File: src/rtl/multicycle_controller_pkg.sv
// Shared types and encodings for the multicycle controller: FSM states, opcodes,
// instruction classes and datapath select codes.
package multicycle_controller_pkg;

  typedef enum logic [3:0] {
    StFetch   = 4'd0,
    StDecode  = 4'd1,
    StMemAddr = 4'd2,
    StMemRd   = 4'd3,
    StMemWb   = 4'd4,
    StMemWr   = 4'd5,
    StRExec   = 4'd6,
    StRWb     = 4'd7,
    StIExec   = 4'd8,
    StIWb     = 4'd9,
    StBranch  = 4'd10,
    StJump    = 4'd11,
    StJal     = 4'd12,
    StJr      = 4'd13,
    StHalt    = 4'd14
  } state_e;

  typedef enum logic [3:0] {
    ClsR, ClsLw, ClsSw, ClsBeq, ClsAddi, ClsSlti, ClsJ, ClsJal, ClsJr, ClsNone
  } instr_class_e;

  localparam logic [5:0] OpRType = 6'b000000;
  localparam logic [5:0] OpLw    = 6'b100011;
  localparam logic [5:0] OpSw    = 6'b101011;
  localparam logic [5:0] OpBeq   = 6'b000100;
  localparam logic [5:0] OpAddi  = 6'b001001;
  localparam logic [5:0] OpSlti  = 6'b001010;
  localparam logic [5:0] OpJ     = 6'b000010;
  localparam logic [5:0] OpJal   = 6'b000011;
  localparam logic [5:0] OpJr    = 6'b000110;

  localparam logic [1:0] AluOpAdd   = 2'b00;
  localparam logic [1:0] AluOpSub   = 2'b01;
  localparam logic [1:0] AluOpFunct = 2'b10;
  localparam logic [1:0] AluOpSlt   = 2'b11;

  localparam logic [1:0] PcSrcAlu    = 2'b00;
  localparam logic [1:0] PcSrcAluOut = 2'b01;
  localparam logic [1:0] PcSrcJump   = 2'b10;
  localparam logic [1:0] PcSrcReg    = 2'b11;

  localparam logic [1:0] RegDstRt = 2'b00;
  localparam logic [1:0] RegDstRd = 2'b01;
  localparam logic [1:0] RegDstRa = 2'b10;

  localparam logic [1:0] MemToRegAlu = 2'b00;
  localparam logic [1:0] MemToRegMem = 2'b01;
  localparam logic [1:0] MemToRegPc  = 2'b10;

  localparam logic [1:0] AluSrcBReg   = 2'b00;
  localparam logic [1:0] AluSrcBFour  = 2'b01;
  localparam logic [1:0] AluSrcBImm   = 2'b10;
  localparam logic [1:0] AluSrcBImmSh = 2'b11;

  // States that wait on the memory handshake and run the timeout counter.
  function automatic logic is_mem_wait(state_e s);
    return (s == StFetch) || (s == StMemRd) || (s == StMemWr);
  endfunction

endpackage

File: src/rtl/mc_opcode_decode.sv
// Maps the 6-bit opcode to an instruction class and a legal flag.
module mc_opcode_decode
  import multicycle_controller_pkg::*;
#(
  parameter bit EnableJr = 1'b1
) (
  input  logic [5:0]   opcode,
  output instr_class_e instr_class,
  output logic         legal
);

  always_comb begin
    instr_class = ClsNone;
    legal       = 1'b1;
    case (opcode)
      OpRType: instr_class = ClsR;
      OpLw:    instr_class = ClsLw;
      OpSw:    instr_class = ClsSw;
      OpBeq:   instr_class = ClsBeq;
      OpAddi:  instr_class = ClsAddi;
      OpSlti:  instr_class = ClsSlti;
      OpJ:     instr_class = ClsJ;
      OpJal:   instr_class = ClsJal;
      OpJr: begin
        instr_class = EnableJr ? ClsJr : ClsNone;
        legal       = EnableJr;
      end
      default: legal = 1'b0;
    endcase
  end

endmodule

File: src/rtl/multicycle_controller.sv
// Multicycle MIPS-style control FSM with memory wait/timeout handling and sticky
// error flags; outputs are decoded from the current state.
module multicycle_controller
  import multicycle_controller_pkg::*;
#(
  parameter int unsigned MEM_TIMEOUT = 16,
  parameter int unsigned ENABLE_JR   = 1
) (
  input  logic       clk,
  input  logic       rst,
  input  logic [5:0] opcode,
  input  logic       zero,
  input  logic       mem_ready,
  output logic       pc_write,
  output logic       ir_write,
  output logic       i_or_d,
  output logic       mem_read,
  output logic       mem_write,
  output logic       reg_write,
  output logic       alu_src_a,
  output logic [1:0] reg_dst,
  output logic [1:0] mem_to_reg,
  output logic [1:0] alu_src_b,
  output logic [1:0] pc_src,
  output logic [1:0] alu_op,
  output logic       instr_done,
  output logic       illegal_op,
  output logic       mem_err,
  output logic [3:0] state
);

  localparam logic [7:0] TimeoutCnt = 8'(MEM_TIMEOUT);

  state_e       state_q, state_d;
  instr_class_e class_q, class_d;
  logic [7:0]   wait_cnt_q, wait_cnt_d;
  logic         illegal_q, illegal_d;
  logic         mem_err_q, mem_err_d;
  logic         timeout;

  instr_class_e dec_class;
  logic         dec_legal;

  mc_opcode_decode #(
    .EnableJr (ENABLE_JR != 0)
  ) u_opcode_decode (
    .opcode      (opcode),
    .instr_class (dec_class),
    .legal       (dec_legal)
  );

  assign timeout = (wait_cnt_q == TimeoutCnt) && !mem_ready;

  always_comb begin
    state_d   = state_q;
    class_d   = class_q;
    illegal_d = illegal_q;
    mem_err_d = mem_err_q;
    unique case (state_q)
      StFetch: begin
        if (mem_ready) begin
          state_d = StDecode;
        end else if (timeout) begin
          state_d   = StHalt;
          mem_err_d = 1'b1;
        end
      end
      StDecode: begin
        class_d = dec_class;
        if (!dec_legal) begin
          illegal_d = 1'b1;
          state_d   = StHalt;
        end else begin
          case (dec_class)
            ClsR:             state_d = StRExec;
            ClsLw, ClsSw:     state_d = StMemAddr;
            ClsBeq:           state_d = StBranch;
            ClsAddi, ClsSlti: state_d = StIExec;
            ClsJ:             state_d = StJump;
            ClsJal:           state_d = StJal;
            ClsJr:            state_d = StJr;
            default: begin
              illegal_d = 1'b1;
              state_d   = StHalt;
            end
          endcase
        end
      end
      StMemAddr: state_d = (class_q == ClsSw) ? StMemWr : StMemRd;
      StMemRd: begin
        if (mem_ready) begin
          state_d = StMemWb;
        end else if (timeout) begin
          state_d   = StHalt;
          mem_err_d = 1'b1;
        end
      end
      StMemWr: begin
        if (mem_ready) begin
          state_d = StFetch;
        end else if (timeout) begin
          state_d   = StHalt;
          mem_err_d = 1'b1;
        end
      end
      StRExec: state_d = StRWb;
      StIExec: state_d = StIWb;
      StMemWb, StRWb, StIWb, StBranch, StJump, StJal, StJr: state_d = StFetch;
      StHalt:  state_d = StHalt;
      default: state_d = StHalt;
    endcase
  end

  // Any state change clears the counter, which covers entry into every wait state.
  always_comb begin
    wait_cnt_d = wait_cnt_q;
    if (state_d != state_q) begin
      wait_cnt_d = '0;
    end else if (is_mem_wait(state_q) && !mem_ready) begin
      wait_cnt_d = wait_cnt_q + 8'd1;
    end
  end

  always_ff @(posedge clk) begin
    if (rst) begin
      state_q    <= StFetch;
      class_q    <= ClsNone;
      wait_cnt_q <= '0;
      illegal_q  <= 1'b0;
      mem_err_q  <= 1'b0;
    end else begin
      state_q    <= state_d;
      class_q    <= class_d;
      wait_cnt_q <= wait_cnt_d;
      illegal_q  <= illegal_d;
      mem_err_q  <= mem_err_d;
    end
  end

  always_comb begin
    pc_write   = 1'b0;
    ir_write   = 1'b0;
    i_or_d     = 1'b0;
    mem_read   = 1'b0;
    mem_write  = 1'b0;
    reg_write  = 1'b0;
    alu_src_a  = 1'b0;
    reg_dst    = RegDstRt;
    mem_to_reg = MemToRegAlu;
    alu_src_b  = AluSrcBReg;
    pc_src     = PcSrcAlu;
    alu_op     = AluOpAdd;
    instr_done = 1'b0;
    unique case (state_q)
      StFetch: begin
        mem_read  = 1'b1;
        alu_src_b = AluSrcBFour;
        ir_write  = mem_ready;
        pc_write  = mem_ready;
      end
      StDecode: alu_src_b = AluSrcBImmSh;
      StMemAddr: begin
        alu_src_a = 1'b1;
        alu_src_b = AluSrcBImm;
      end
      StMemRd: begin
        mem_read = 1'b1;
        i_or_d   = 1'b1;
      end
      StMemWb: begin
        reg_write  = 1'b1;
        mem_to_reg = MemToRegMem;
        instr_done = 1'b1;
      end
      StMemWr: begin
        mem_write  = 1'b1;
        i_or_d     = 1'b1;
        instr_done = mem_ready;
      end
      StRExec: begin
        alu_src_a = 1'b1;
        alu_op    = AluOpFunct;
      end
      StRWb: begin
        reg_write  = 1'b1;
        reg_dst    = RegDstRd;
        instr_done = 1'b1;
      end
      StIExec: begin
        alu_src_a = 1'b1;
        alu_src_b = AluSrcBImm;
        alu_op    = (class_q == ClsSlti) ? AluOpSlt : AluOpAdd;
      end
      StIWb: begin
        reg_write  = 1'b1;
        instr_done = 1'b1;
      end
      StBranch: begin
        alu_src_a  = 1'b1;
        alu_op     = AluOpSub;
        pc_src     = PcSrcAluOut;
        pc_write   = zero;
        instr_done = 1'b1;
      end
      StJump: begin
        pc_src     = PcSrcJump;
        pc_write   = 1'b1;
        instr_done = 1'b1;
      end
      StJal: begin
        pc_src     = PcSrcJump;
        pc_write   = 1'b1;
        reg_write  = 1'b1;
        reg_dst    = RegDstRa;
        mem_to_reg = MemToRegPc;
        instr_done = 1'b1;
      end
      StJr: begin
        pc_src     = PcSrcReg;
        pc_write   = 1'b1;
        instr_done = 1'b1;
      end
      default: ;
    endcase
  end

  assign illegal_op = illegal_q;
  assign mem_err    = mem_err_q;
  assign state      = state_q;

endmodule

File: config.mk
export PLATFORM = sky130hd
export DESIGN_NAME = multicycle_controller
export DESIGN_NICKNAME = d
export VERILOG_FILES = /design/src/rtl/multicycle_controller_pkg.sv /design/src/rtl/mc_opcode_decode.sv /design/src/rtl/multicycle_controller.sv
export SDC_FILE = /design/constraint.sdc
export NUM_CORES = 1
export LEC_CHECK = 0
export ABC_CLOCK_PERIOD_IN_PS = 3600
export CORE_MARGIN = 2
export CORE_UTILIZATION = 54
export DETAILED_ROUTE_END_ITERATION = 10
export GPL_TIMING_DRIVEN = 0
export MAX_ROUTING_LAYER = met4
export PLACE_DENSITY = 0.83
export SYNTH_ARGS = -nofsm -noshare
export SYNTH_HDL_FRONTEND = slang
export SYNTH_SLANG_ARGS = --single-unit
File: constraint.sdc
create_clock -name clk -period 3.6 [get_ports clk]
set_clock_uncertainty 0.15 [all_clocks]
set_input_delay 0.36 -clock clk [delete_from_list [all_inputs] [get_ports clk]]
set_output_delay 0.36 -clock clk [all_outputs]
set_load 0.01 [all_outputs]
==> results.py <==
metrics = {
    "timing": {
        "relSlewSlack_pct": 57.1,
        "tightest_slew_ps": 642,
        "finalHoldViolations": 0,
        "drv_slew": 0,
        "max_freq_ghz": 0.327,
        "setup_viol": 0,
        "fin_crit_sh_pct": 84.8,
        "fin_crit_ps": 3050,
        "rsz0062_at_grt": "no",
        "fin_tns_setup_ps": 0,
    },
    "pwr": {
        "power_frac_comb_pct": 72.7,
        "max-vdd-ir-drop_uv": 654,
        "power_mw": 1.44,
        "sequentialPowerShare_pct": 18.7,
        "intPower_mw": 0.763,
        "clockPowerShare_pct": 8.6,
        "swShare_pct": 46.9,
        "leakagePower_nw": 0.674,
        "switchingPower_mw": 0.675,
        "power_density_nw_per_um2": 776,
    },
    "critical_path": {
        "worstReg2RegStart": "state[2]",
        "path_depth": 6,
        "slowest_stage": "clkdlybuf4s50_1",
        "cp-end-kind": "output pin",
        "r2r_cells": 6,
        "cp_cell_sequence": "buf_2 -> buf_1 -> clkbuf_1 -> nor2_1 -> a211oi_1 -> clkdlybuf4s50_1",
        "ff2ff_setup_slack_ps": 1460,
        "cp.required_ps": 3090,
        "cpPeakStageDelay_ps": 570,
        "crit_type": "reg -> out",
        "critPathBufInv": 4,
        "cp_top_family": "buffers and inverters",
        "critPathMaxFanout": 10,
        "setup.worst_path.start_class": "flip-flop",
        "worst-endpoint-arrival_ps": 2540,
        "worstReg2RegEnd": "wait_cnt_q[7]",
    },
    "synthesis": {
        "yosys_register_bits": 18,
        "synth_cell_type_count": 54,
        "synthArstFlopShare_pct": 0,
        "ys_seq_area_share_pct": 24.2,
        "syn-num-nets": 217,
        "yosysWarnings": 0,
        "synthesis.area_um2": 1490,
        "synthFlopType": "dfxtp_1",
        "netlist_instances": 205,
        "synth_edf_count": 0,
        "syn_area_per_cell_um2": 7.26,
    },
    "placement": {
        "hpwl_um": 2910,
        "place_congestion": 0.886,
        "place_inst": 265,
        "numPortBuffers": 29,
    },
    "routing": {
        "wl_per_cell_um": 14.2,
        "routed_wl_um": 3810,
        "ant_nets": 0,
        "first_pass_iters": 4,
        "drtIter0Drc": 87,
        "vias": 1620,
        "drc": 0,
        "routed_via_density": 6.02,
    },
    "grt": {
        "antenna_found_initial": 0,
        "grt_pass1_vias": 1441,
        "grt_pass1_wl_um": 6570,
        "overflow": 0,
        "grtUsageTotal_pct": 26.2,
        "grt_max_degree": 11,
    },
    "cts": {
        "cts_buffers": 3,
        "cts_max_level": 1,
        "cts_tree": "built",
        "cts_resized": 0,
        "ctsHoldBuffers": 0,
        "insertion_delay_ps": 300,
        "cts_setup_buffers": 0,
        "ctsRootBufferMaster": "clkbuf_4",
        "clock-sinks": 18,
        "clk_pin_slew_ps": 100,
        "clock_path_buffers": 2,
    },
    "floorplan": {
        "dieArea_um2": 3190,
        "fp.dieW_um": 56.5,
        "start_util_pct": 55.4,
        "core_area_um2": 2690,
        "row_count": 19,
        "io_pins": 34,
        "fp.dieH_um": 56.5,
    },
    "finish": {
        "areaGrowthSynthToFinish_pct": 24.5,
        "fin_cells": 269,
        "fillerInstances": 251,
        "final_nets": 251,
        "regArea_um2": 360,
        "drive_gt1_share_pct": 7.98,
        "multi_input_area_um2": 1010,
        "diodes": 0,
    },
    "status": {
        "outcome": "finished, final reports clean",
    },
    "run": {
        "cap_viol_max_count": 0,
    },
    "worst_hold_path": {
        "hold_path.class": "in -> reg",
        "hold_path_end": "class_q[1]",
        "hold_path_depth": 2,
        "min_from": "rst",
    },
}
## cells in the mapped netlist, types with 6 or more instances
cell type	instances	area share [%]
a21oi_1	9	3.0
a31oi_1	6	2.5
and3_1	7	2.9
buf_2	6	2.0
clkbuf_1	9	2.3
dfxtp_1	18	24
inv_1	7	1.8
nand2_1	12	3.0
nand2b_1	6	2.5
nand3_1	7	2.4
nor2_1	24	6.1
nor3_1	15	5.0
o21ai_0	6	2.0
xor2_1	8	4.7
## flip-flops by register name, indices dropped and copies added, names as in the netlist
register    count
mem_err         1
class_q         4
illegal_op      1
wait_cnt_q      8
state           4
## worst reg2reg max path: cells and delay by family (launching register included)
kind,cells,cell delay (ps)
AND/OR/NAND/NOR,2,350
buffers and inverters,1,260
AO/OA/AOI/OAI,2,660
XOR/XNOR,1,110
flip-flops,1,470
## power by group through the flow
stage | logic (mW) | registers [mW] | clock network, mW
finish | 1.05 | 0.269 | 0.123
global placement | 1.03 | 0.270 | 0
global route | 1.14 | 0.275 | 0.135
detailed placement | 1.04 | 0.272 | 0
CTS | 1.04 | 0.267 | 0.127
floorplan | 0.655 | 0.274 | 0
## final cells by class
type	instances	share of cell area (%)
multi-input combinational	159	54.4
sequential	18	19.4
timing repair buffer	29	15.7
buffer	20	4.86
tap	31	2.09
clock buffer	4	1.96
inverter	8	1.62
## metrics by stage
stage	util [%]	worst slack (ps)	hold WS (ps)	cell area, um2
global placement	67.7	930	287	1820
floorplan	-	1500	320	1490
CTS	69.0	557	287	1850
global route	69.0	370	319	1850
detailed placement	67.7	876	291	1820
finish	69.0	546	278	1850
## kinds of logic (layout without fill, tap and decap cells)
| group | Yosys count | in the layout | share of synthesized area, % |
|---|---|---|---|
| and+or+nand+nor | 97 | 97 | 35.2 |
| AOI/OAI and AO/OA | 47 | 47 | 23.0 |
| adders and majority gates | 2 | 2 | 1.68 |
| DFF | 18 | 18 | 24.2 |
| xor gates and xnor gates | 11 | 11 | 6.47 |
| muxes | 2 | 2 | 1.34 |
| buffers and inverters | 28 | 61 | 8.07 |
## routing by layer
| metal | routed length, um | track usage [%] | vias to the layer above |
|---|---|---|---|
| li1 | - | - | 811 |
| met1 | 1760 | 33.2 | 740 |
| met2 | 1770 | 42.2 | 60 |
| met3 | 193 | 2.53 | 9 |
| met4 | 87 | 11.6 | 0 |
| met5 | 0 | - | - |
## worst max-delay path by stage
stage	from	to	slack [ps]
global route	state[1]	alu_src_a	370
global placement	state[1]	alu_src_a	930
floorplan	state[1]	alu_src_a	1500
finish	state[1]	alu_src_a	550
CTS	state[1]	alu_src_a	560
detailed placement	mem_ready	instr_done	880
## cell usage in the layout (no fill, tap or decap), drive strengths merged, types with 3 or more instances in the layout
cell type and instances:
clkdlybuf4s50 29, nor2 24, dfxtp 18, nor3 16, clkbuf 13, nand2 12
buf 11, a21oi 9, xor2 8, inv 8, and3 7, nand3 7
o21ai 7, a31oi 7, nand2b 6, a211oi 4, nor4 4, a21o 3
and2 3, xnor2 3, nor2b 3, nand4 3
Power figures use the tool's default switching activity.
